[config.mk]
export PLATFORM = sky130hd
export DESIGN_NAME = picture_sender
export DESIGN_NICKNAME = d
export VERILOG_FILES = /design/src/rtl/picture_sender_pkg.sv /design/src/rtl/picture_sender_uart_tx_byte.sv /design/src/rtl/picture_sender.sv
export SDC_FILE = /design/constraint.sdc
export NUM_CORES = 1
export LEC_CHECK = 0
export ABC_CLOCK_PERIOD_IN_PS = 5300
export CAP_MARGIN = 20
export CORE_ASPECT_RATIO = 0.6
export CORE_UTILIZATION = 45
export DETAILED_ROUTE_END_ITERATION = 8
export DONT_BUFFER_PORTS = 1
export PLACE_DENSITY = 0.66
export RECOVER_POWER = 25
export SLEW_MARGIN = 20
export SYNTH_ARGS = -nofsm -noshare
export SYNTH_HDL_FRONTEND = slang
export SYNTH_SLANG_ARGS = --single-unit
[constraint.sdc]
create_clock -name clk -period 5.3 [get_ports clk]
set_clock_uncertainty 0.2 [all_clocks]
set_input_delay 0.795 -clock clk [delete_from_list [all_inputs] [get_ports clk]]
set_output_delay 0.795 -clock clk [all_outputs]
set_load 0.005 [all_outputs]
[src/rtl/picture_sender_pkg.sv]
// Purpose: shared types and helpers for the picture_sender image UART streamer.
// Latency: n/a (types, constants and a pure function only).
// Backpressure: n/a.
package picture_sender_pkg;

    localparam int PIXEL_W = 18;
    localparam int ADDR_W  = 19;

    typedef enum logic [2:0] {
        IDLE   = 3'd0,
        FETCH  = 3'd1,
        WAIT   = 3'd2,
        LATCH  = 3'd3,
        SEND_R = 3'd4,
        SEND_G = 3'd5,
        SEND_B = 3'd6,
        FINISH = 3'd7
    } state_t;

    // A 6-bit colour channel goes on the wire left-justified in a byte.
    function automatic logic [7:0] chan_to_byte(input logic [5:0] chan);
        return {chan, 2'b00};
    endfunction

endpackage

[src/rtl/picture_sender_uart_tx_byte.sv]
// Purpose: 8N1 serializer, one byte per tx_load, LSB first.
// Latency: start bit begins 1 clk after tx_load; tx_done pulses in the last clk of the stop bit.
// Backpressure: tx_load accepted when idle or in the tx_done cycle (back-to-back frames, no gap).
//
// Ports: clk, resetn (async active-low), tx_byte/tx_load (byte to send),
//        uart_tx (serial line, idles high), tx_busy (frame in flight), tx_done (end of stop bit).
module uart_tx_byte #(
    parameter int CLKS_PER_BIT = 100
) (
    input  logic       clk,
    input  logic       resetn,
    input  logic [7:0] tx_byte,
    input  logic       tx_load,
    output logic       uart_tx,
    output logic       tx_busy,
    output logic       tx_done
);

    localparam int CNT_W = (CLKS_PER_BIT > 1) ? $clog2(CLKS_PER_BIT) : 1;
    localparam logic [CNT_W-1:0] BAUD_LAST = CNT_W'(CLKS_PER_BIT - 1);

    logic             busy_q;
    logic [CNT_W-1:0] baud_q;
    logic [3:0]       bit_q;      // 0 = start, 1..8 = data, 9 = stop
    logic [7:0]       shift_q;
    logic             tx_q;
    logic             bit_end;
    logic             accept;

    assign bit_end = (baud_q == BAUD_LAST);
    assign tx_done = busy_q && bit_end && (bit_q == 4'd9);
    // Accepting in the done cycle lets the next start bit follow the stop bit directly.
    assign accept  = tx_load && (!busy_q || tx_done);

    always_ff @(posedge clk or negedge resetn) begin
        if (!resetn) begin
            busy_q  <= 1'b0;
            baud_q  <= '0;
            bit_q   <= 4'd0;
            shift_q <= 8'h00;
            tx_q    <= 1'b1;
        end else if (accept) begin
            busy_q  <= 1'b1;
            baud_q  <= '0;
            bit_q   <= 4'd0;
            shift_q <= tx_byte;
            tx_q    <= 1'b0;
        end else if (busy_q) begin
            if (bit_end) begin
                baud_q <= '0;
                if (bit_q == 4'd9) begin
                    busy_q <= 1'b0;
                    tx_q   <= 1'b1;
                end else begin
                    bit_q <= bit_q + 4'd1;
                    if (bit_q < 4'd8) begin
                        tx_q    <= shift_q[0];
                        shift_q <= {1'b0, shift_q[7:1]};
                    end else begin
                        tx_q <= 1'b1;
                    end
                end
            end else begin
                baud_q <= baud_q + CNT_W'(1);
            end
        end
    end

    assign uart_tx = tx_q;
    assign tx_busy = busy_q;

endmodule

[src/rtl/picture_sender.sv]
// Purpose: streams a stored 18-bit RGB picture over UART as 3 bytes per pixel, row-major.
// Latency: first start bit 5 clks after start is sampled; 4 idle clks between pixels.
// Backpressure: none; start is ignored while a transfer is in progress.
//
// Ports: clk, resetn (async active-low), start (one-cycle request),
//        rd_addr/rd_data (picture memory, data 1 clk after address),
//        uart_tx (8N1 line), busy (transfer in progress), done (end-of-image pulse).
module picture_sender #(
    parameter int H_SIZE    = 607,
    parameter int V_SIZE    = 455,
    parameter int CLK_FREQ  = 100_000_000,
    parameter int BAUD_RATE = 1_000_000
) (
    input  logic        clk,
    input  logic        resetn,
    input  logic        start,
    output logic [18:0] rd_addr,
    input  logic [17:0] rd_data,
    output logic        uart_tx,
    output logic        busy,
    output logic        done
);

    import picture_sender_pkg::*;

    localparam int CLKS_PER_BIT = CLK_FREQ / BAUD_RATE;
    localparam logic [ADDR_W-1:0] LAST_ADDR = ADDR_W'(H_SIZE * V_SIZE - 1);

    state_t               state_q, state_d;
    logic [ADDR_W-1:0]    addr_q;
    logic [PIXEL_W-1:0]   pix_q;
    logic                 addr_clr, addr_inc, pix_en;
    logic                 tx_load;
    logic [7:0]           tx_byte;
    logic                 ser_busy, ser_done;

    always_ff @(posedge clk or negedge resetn) begin
        if (!resetn) begin
            state_q <= IDLE;
            addr_q  <= '0;
            pix_q   <= '0;
        end else begin
            state_q <= state_d;
            if (addr_clr)
                addr_q <= '0;
            else if (addr_inc)
                addr_q <= addr_q + ADDR_W'(1);
            if (pix_en)
                pix_q <= rd_data;
        end
    end

    always_comb begin
        state_d  = state_q;
        addr_clr = 1'b0;
        addr_inc = 1'b0;
        pix_en   = 1'b0;
        tx_load  = 1'b0;
        tx_byte  = 8'h00;
        case (state_q)
            IDLE: begin
                if (start) begin
                    state_d  = FETCH;
                    addr_clr = 1'b1;
                end
            end
            FETCH: state_d = WAIT;
            WAIT:  state_d = LATCH;
            LATCH: begin
                pix_en  = 1'b1;
                state_d = SEND_R;
            end
            SEND_R: begin
                // The first cycle here is the load cycle; the G byte is handed over
                // in the R stop-bit's last clk so the frames abut.
                if (!ser_busy) begin
                    tx_load = 1'b1;
                    tx_byte = chan_to_byte(pix_q[17:12]);
                end else if (ser_done) begin
                    tx_load = 1'b1;
                    tx_byte = chan_to_byte(pix_q[11:6]);
                    state_d = SEND_G;
                end
            end
            SEND_G: begin
                if (ser_done) begin
                    tx_load = 1'b1;
                    tx_byte = chan_to_byte(pix_q[5:0]);
                    state_d = SEND_B;
                end
            end
            SEND_B: begin
                if (ser_done) begin
                    if (addr_q == LAST_ADDR) begin
                        state_d = FINISH;
                    end else begin
                        addr_inc = 1'b1;
                        state_d  = FETCH;
                    end
                end
            end
            FINISH:  state_d = IDLE;
            default: state_d = IDLE;
        endcase
    end

    // The address counter only moves on entry to FETCH, so it doubles as rd_addr
    // and naturally holds outside FETCH.
    assign rd_addr = addr_q;
    assign busy    = (state_q != IDLE) && (state_q != FINISH);
    assign done    = (state_q == FINISH);

    uart_tx_byte #(
        .CLKS_PER_BIT (CLKS_PER_BIT)
    ) u_ser (
        .clk     (clk),
        .resetn  (resetn),
        .tx_byte (tx_byte),
        .tx_load (tx_load),
        .uart_tx (uart_tx),
        .tx_busy (ser_busy),
        .tx_done (ser_done)
    );

endmodule

Word-level counts from Yosys, hierarchy flattened --
Index checks and enable logic that the tools add are counted.
Word-level totals: output and inout port bits 22, register bits 61, word-level logic and storage cells 88
Cells by class: add/subtract/negate cells 3, eq/ne operators 17, reductions and logical operators 16, multiplexer cells 43, order comparisons 1
Operators with widths (count):
- $mux W8 | 8
- $mux W19 | 2
- $pmux W3 S8 | 1
- $mux W7 | 3
- $add A19 B1 Y19 const B | 1
- $eq A19 B19 Y1 const B | 1
- $mux W3 | 6
- $mux W1 | 17
- $mux W4 | 4
- $pmux W8 S2 | 1
- $eq A3 B3 Y1 const B | 4
- $ne A2 B1 Y1 const B | 5
- $reduce_bool A2 Y1 | 4
- $add A7 B1 Y7 const B | 1
- $eq A7 B7 Y1 const B | 1
- $eq A3 B2 Y1 const B | 2
- $reduce_and A5 Y1 | 1
- $add A4 B1 Y4 const B | 1
- $eq A4 B4 Y1 const B | 1
- $logic_and A1 B1 Y1 | 4
- $lt A4 B4 Y1 const B | 1
- $reduce_and A4 Y1 | 1
- $eq A3 B1 Y1 const B | 1
- $logic_not A3 Y1 | 1
- 8 further kinds | 8

Logic depth before layout (Yosys ltp) --
Gate-level depths: netlist of run 1.
depth in word-level cells 9, mapped depth 8, depth with buffers taken out 7

Hierarchy --
A second synthesis of run 1 with hierarchy kept.
Second synthesis, totals: cell total of the unflattened synthesis 306, area total of the unflattened synthesis 3121.7 um^2
By module, submodules not included:
- picture_sender | instances 1, area each 1983.2 um^2, cells each 192
- uart_tx_byte | instances 1, area each 1138.6 um^2, cells each 114

Worst setup path before layout of run 1 --
No wires, ideal clock.
path type register to register, start point register addr_q[0] (netlist: rd_addr[0]), end point register addr_q[10] (netlist: rd_addr[10]), arrival time 1.868 ns, stages on the path, launching flop included 9, data required time 4.959 ns, slack 3.092 ns, cells stage by stage dfrtp_1 > inv_1 > ha_1 > or4b_1 > or3_1 > o21ai_2 > buf_4 > or3_1 > a21oi_1
Between the ends: cells in the longest elaborated chain, start to end 5, elaborated cells on any way between the ends 8, those cells by class add/sub: 1; eq/ne: 1; mux: 5; reduce/logical: 1
Ends and longest elaborated chain:
- start: declaration | line picture_sender.sv:30 | logic [ADDR_W-1:0] addr_q;
- start signal: assignment | line picture_sender.sv:47 | addr_q <= addr_q + ADDR_W'(1);
- parallel branches: the longest is 5 deep, another holds $add A19 B1 Y19
Parallel ways; which one is timed is not known. The select of a mux whose other input is x is not followed. A chain may end at the register's enable or synchronous reset.

Worst setup path after layout of run 1 --
start point register addr_q[0] (netlist: rd_addr[0]), end point register addr_q[7] (netlist: rd_addr[7])
Same word-level chain as after synthesis.

==> flow_summary.toml, run 1 <==
[layout]
multi_input_area_um2 = 1510
synthToLayoutAreaGrowth_pct = 10.9
fill_cells = 623
final-instance-count-excl-fill = 408
diodes = 0
stdcell_area_um2 = 3470
final_util = 0.518
drive_above_1_share = 0.137
finalNetCount = 343
ff_latch_area_um2 = 1530

[clock_network]
numCtsBuffers = 9
clk_pin_slew_worst_paths_ns = 0.05
htree_levels = 3
cts_resized = 0
clk_latency_ns = 0.34
root_buffer = "clkbuf_16"
cts_sinks = 61
tritoncts = "built"
clockBufferDepth = 2

[synthesis]
ys_types = 47
synthAdderAreaFrac = 0.0200
synth_top_family_by_area = "simple AND/OR/NAND/NOR gates"
yosysWarnings = 0
synth.most_common_cell = "dfrtp_1"
seq_area_frac_synth = 0.488
avgSynthCellArea_um2 = 9.91
yosysTopAreaCell = "dfrtp_1"
ys_ff_latch = 61
syn-cell-area_um2 = 3130
yosysTopAreaCellShare = 0.480
synth_xor_area_frac = 0.0392
syn_nets = 342
synthCells = 316
synth_edf_count = 0
synth-simple-area-share = 0.224
ys.flop_type = "dfrtp_1"
synth.area.top_cells = "dfrtp_1 48%, mux2_2 6.8%, o21ai_0 4.0%"
synthMuxAreaShare = 0.0747
async_flop_share = 1.00
synth_compound_gate_area_share = 0.124
synth_common_cells = "60 x dfrtp_1, 28 x nor2_1, 25 x o21ai_0, 22 x nand2_1, 19 x mux2_2"

[global_route]
grt_max_degree = 61
met2_usage = 0.273
grt_use_met1 = 0.321
grt_overflow_total = 0
grt_antenna_before_repair = 0
grt_pass1_wl_mm = 11.5
grt_pass1_vias = 2188
top_usage_layer = "met1"
grt_use_total = 0.218
met3_usage = 0.0900

[worst_hold_path]
min_path_type = "in2async"

[setup_path]
arrival_ns = 2.46
worstSetupStartpointType = "register"
endpoint_kind = "register"
crit_type = "reg2reg"
reg2reg_depth = 7
crit_required_ns = 5.28
cp_max_fo = 14

[die]
die_w_um = 110
rows = 23
start_util = 0.467
die_area_um2 = 7300
die_h_um = 66.6
core_area_um2 = 6710
ios = 43

[power_and_ir_drop]
finalPower_mw = 1.02
irDropWorstVdd_mv = 0.181
powerDensity_nw_per_um2 = 295
leakagePower_nw = 1.50

[route]
wl_per_cell_um = 17.3
ant_nets = 0
drc = 0
viasPerCell = 5.89
num_vias = 2405
wl_mm = 7.06
first_iter_violations = 206
dr.pass1.iters = 5

[placed_design]
gp_congestion = 0.828
pre_cts_slack_ns = 2.84
hpwl_mm = 4.94
portBuffers = 0
placed_area_um2 = 3180
dpl.cell_count = 392

[timing]
slew_viol_final = 0
min_period_over_period = 0.468
setup-violations-final = 0
setup_ws_ns = 2.82
setup_tns_ns = 0
max_freq_mhz = 403
worst_slew_pin_slew_ns = 0.881
timing.hold.ws_ns = 0.108
hold_viol_final = 0
relSlewSlack = 0.411
rsz0062_at_grt = "false"
fin_crit_ns = 2.48

[run_status]
status = "completed"

[job]
cap_violations = 0
worst paths after layout:
path | start | endpoint | slack (ns)
max in group asynchronous | resetn | pix_q[13] | 4.51
hold reg to reg | u_ser.shift_q[7] | u_ser.shift_q[7] | 0.29
hold / removal | resetn | u_ser.uart_tx | 0.11
min in group clk | u_ser.shift_q[7] | u_ser.shift_q[7] | 0.29
setup reg to reg | rd_addr[0] | rd_addr[7] | 2.82
setup / recovery | rd_addr[0] | rd_addr[7] | 2.82
layout make-up:
cell class / count / share of cell area
clock buffers: 13 / 0.0721
inverters: 10 / 0.0108
repair buffers: 1 / 0.00793
well taps: 87 / 0.0314
multi-input cells: 234 / 0.435
clock inverters: 2 / 0.00288
flip-flops and latches: 61 / 0.440
cell families after synthesis:
kind of cell | after synthesis
compound gates | 66
xor+xnor | 14
fa+ha+maj | 5
buf+inv | 21
flops | 61
mux | 21
simple gates | 128
repair_timing:
item	4_1_cts	5_1_grt
hold buffers	1	0
endpoints found under the hold margin	60	0
setup buffers	0	0
flip-flops by register name (all words and copies together), names as in the netlist:
| signal | count |
|---|---|
| rd_addr | 19 |
| pix_q | 18 |
| u_ser.shift_q | 8 |
| u_ser.baud_q | 7 |
| u_ser.bit_q | 4 |
| state_q | 3 |
| u_ser.tx_busy | 1 |
| u_ser.uart_tx | 1 |
critical path: stages (launching register included):
cell,delay [ns]
dfrtp_1,0.44
inv_1,0.09
ha_1,0.14
or4b_1,0.42
or3_1,0.40
o21ai_2,0.39
or3_1,0.18
a21oi_1,0.06
power by group:
| group | total [mW] | switching, mW | leakage [nW] | internal [mW] |
|---|---|---|---|---|
| registers | 0.481 | 0.00509 | 0.664 | 0.476 |
| clock network | 0.521 | 0.197 | 0.129 | 0.324 |
| logic | 0.0219 | 0.0120 | 0.705 | 0.00983 |
placed cells by master, fill, tap and decap left out, drive strengths merged, types with 2 or more instances in the layout:
cell type and count:
dfrtp 60, nor2 31, o21ai 26, nand2 22
mux2 19, a21oi 15, nand3 13, clkbuf 13
or3 12, inv 10, xnor2 10, nand4 9
nor4 8, and3 7, a31oi 6, a21o 6
nand2b 5, o22ai 5, ha 5, nor3 5
xor2 4, nand3b 3, or2 3, a22o 2
o31ai 2, or4b 2, nor2b 2, mux2i 2
clkinv 2
layer usage:
metal  part of all wire  up-vias
li1                   -     1148
met1               0.51     1150
met2               0.39       95
met3              0.083       12
met4              0.017        0
met5                  0        -
Note: power is estimated with default switching activity, not from simulation.
==> inputs of run 2 (changes only) <==
ABC_CLOCK_PERIOD_IN_PS = 2300   (was 5300)
clock period = 2.3 ns   (was 5.3 ns; I/O delays follow)
==> run 2 against run 1 <==
  * The flow now finishes with violations (setup timing)
  * Maximum frequency up 6.7%
  * Sequential cell count unchanged
  * First-iteration DRC count decreased by 9.2%
  * Largest cell class is now multi-input combinational cells
==> flow_summary.toml, run 2 (synthesis results as in run 1) <==
[timing]
fin_crit_ns = 2.33
setup-violations-final = 3
max_freq_mhz = 430
setup_ws_ns = -0.0254
hold_viol_final = 0
slew_viol_final = 0
relSlewSlack = 0.108
setup_tns_ns = -0.0441
timing.hold.ws_ns = 0.104
rsz0062_at_grt = "true"
min_period_over_period = 1.01
worst_slew_pin_slew_ns = 1.34

[power_and_ir_drop]
internal_power_mw = 2.28
powerDensity_nw_per_um2 = 697
irDropWorstVdd_mv = 0.566
power.switching_fraction = 0.183
leakagePower_nw = 1.76
pwr-share-comb = 0.026
switchingPower_mw = 0.511
seqPwrFrac = 0.397
clkPwrFrac = 0.577

[layout]
mostFrequentLayoutCell = "dfrtp_1"
drive_above_1_share = 0.224
largest_reg_flops = 19
diodes = 0
synthToLayoutAreaGrowth_pct = 28.1
stdcell_area_um2 = 4010
finalNetCount = 392
fill_cells = 570
most-common-layout-cells = "60 x dfrtp_1, 28 x buf_4, 27 x nor2_1"

[die]
ios = 43
core_area_um2 = 6710
rows = 23
die_area_um2 = 7300
die_h_um = 66.6
die_w_um = 110
start_util = 0.467

[route]
viasPerCell = 5.51
drc = 0
wl_per_cell_um = 16.3
dr.pass1.iters = 4
wl_mm = 7.45
first_iter_violations = 187
ant_nets = 0
num_vias = 2523

[setup_path]
crit_buf_inv = 2
critical_path.cell_chain = "inv_1 > ha_1 > or4b_4 > or3_4 > o21ai_2 > buf_4 > or3_1 > a21oi_1"
crit_required_ns = 2.30
critPathTopFamily = "simple AND/OR/NAND/NOR gates"
worstSetupStartpointType = "register"
endpoint_kind = "register"
cp_slowest_stage_delay_ns = 0.45
r2r_slack_ns = -0.03
crit_type = "reg2reg"
slowest_stage = "or4b_4"
cp_max_fo = 7
arrival_ns = 2.33

[clock_network]
clk_pin_slew_worst_paths_ns = 0.05
tritoncts = "built"
clockBufferDepth = 2
htree_levels = 3
cts_sinks = 61
root_buffer = "clkbuf_16"
clk_latency_ns = 0.34
cts_setup_buffers = 0
numCtsBuffers = 9

[placed_design]
gp_congestion = 0.887
hpwl_mm = 5.26
portBuffers = 0
pre_cts_slack_ns = -0.00404
placed_area_um2 = 3390

[global_route]
grt_overflow_total = 0
grt_use_total = 0.230
grt_antenna_before_repair = 0
grt_max_degree = 62
grt_pass1_wl_mm = 12.2
grt_pass1_vias = 2407

[worst_hold_path]
min_path_type = "in2reg"

[run_status]
status = "finished, violations left"
violations = "setup timing"

[job]
cap_violations = 0
-- run 2: area by class of cell --
class | count | area [µm²] | area share
clock inverters | 3 | 90.1 | 0.0225
well taps | 87 | 109 | 0.0271
repair buffers | 50 | 427 | 0.106
multi-input cells | 234 | 1550 | 0.386
inverters | 10 | 37.5 | 0.00936
clock buffers | 13 | 270 | 0.0674
flip-flops and latches | 61 | 1530 | 0.381
-- run 2: metrics by stage --
stage	instances	power, mW	utilization
after floorplan	316	1.14	-
after global placement	420	1.15	0.506
after detailed placement	420	1.15	0.506
after CTS	457	2.83	0.594
after global routing	458	2.88	0.598
final	458	2.79	0.598
-- run 2: path summary, 6_finish.rpt --
kind / to / start / cells past startpoint
setup / recovery: rd_addr[5] / rd_addr[0] / 8
hold / removal: rd_addr[1] / start / 3
setup reg to reg: rd_addr[5] / rd_addr[0] / 8
hold reg to reg: u_ser.uart_tx / u_ser.uart_tx / 2
max in group asynchronous: u_ser.bit_q[0] / resetn / 2
min in group asynchronous: rd_addr[6] / resetn / 2
-- run 2: worst register-to-register path, stage by stage (launching register included) --
cell	delay [ns]
dfrtp_1	0.40
inv_1	0.07
ha_1	0.14
or4b_4	0.45
or3_4	0.41
o21ai_2	0.18
buf_4	0.18
or3_1	0.10
a21oi_1	0.05
-- run 2: routing by layer --
layer,GRT usage,vias up,part of all wire
met3,0.0841,11,0.067
met5,0,-,0
met4,0.0850,0,0.013
li1,-,1252,-
met1,0.341,1200,0.52
met2,0.296,60,0.40
-- run 2: what timing repair did --
| action | 4_1_cts | 5_1_grt |
|---|---|---|
| gates cloned | 0 | 1 |
| endpoints found under the setup margin | 2 | 15 |
| hold buffers | 21 | 0 |
| pin swaps | 0 | 1 |
| hold endpoints to repair | 80 | 0 |
| gates resized for setup | 1 | 11 |
-- run 2: power by group through the flow --
stage	Clock (mW)	Sequential, mW	Combinational, mW
floorplan	0	1.12	0.0230
global placement	0	1.13	0.0243
detailed placement	0	1.13	0.0254
CTS	1.65	1.11	0.0801
global route	1.69	1.11	0.0831
finish	1.61	1.11	0.0728
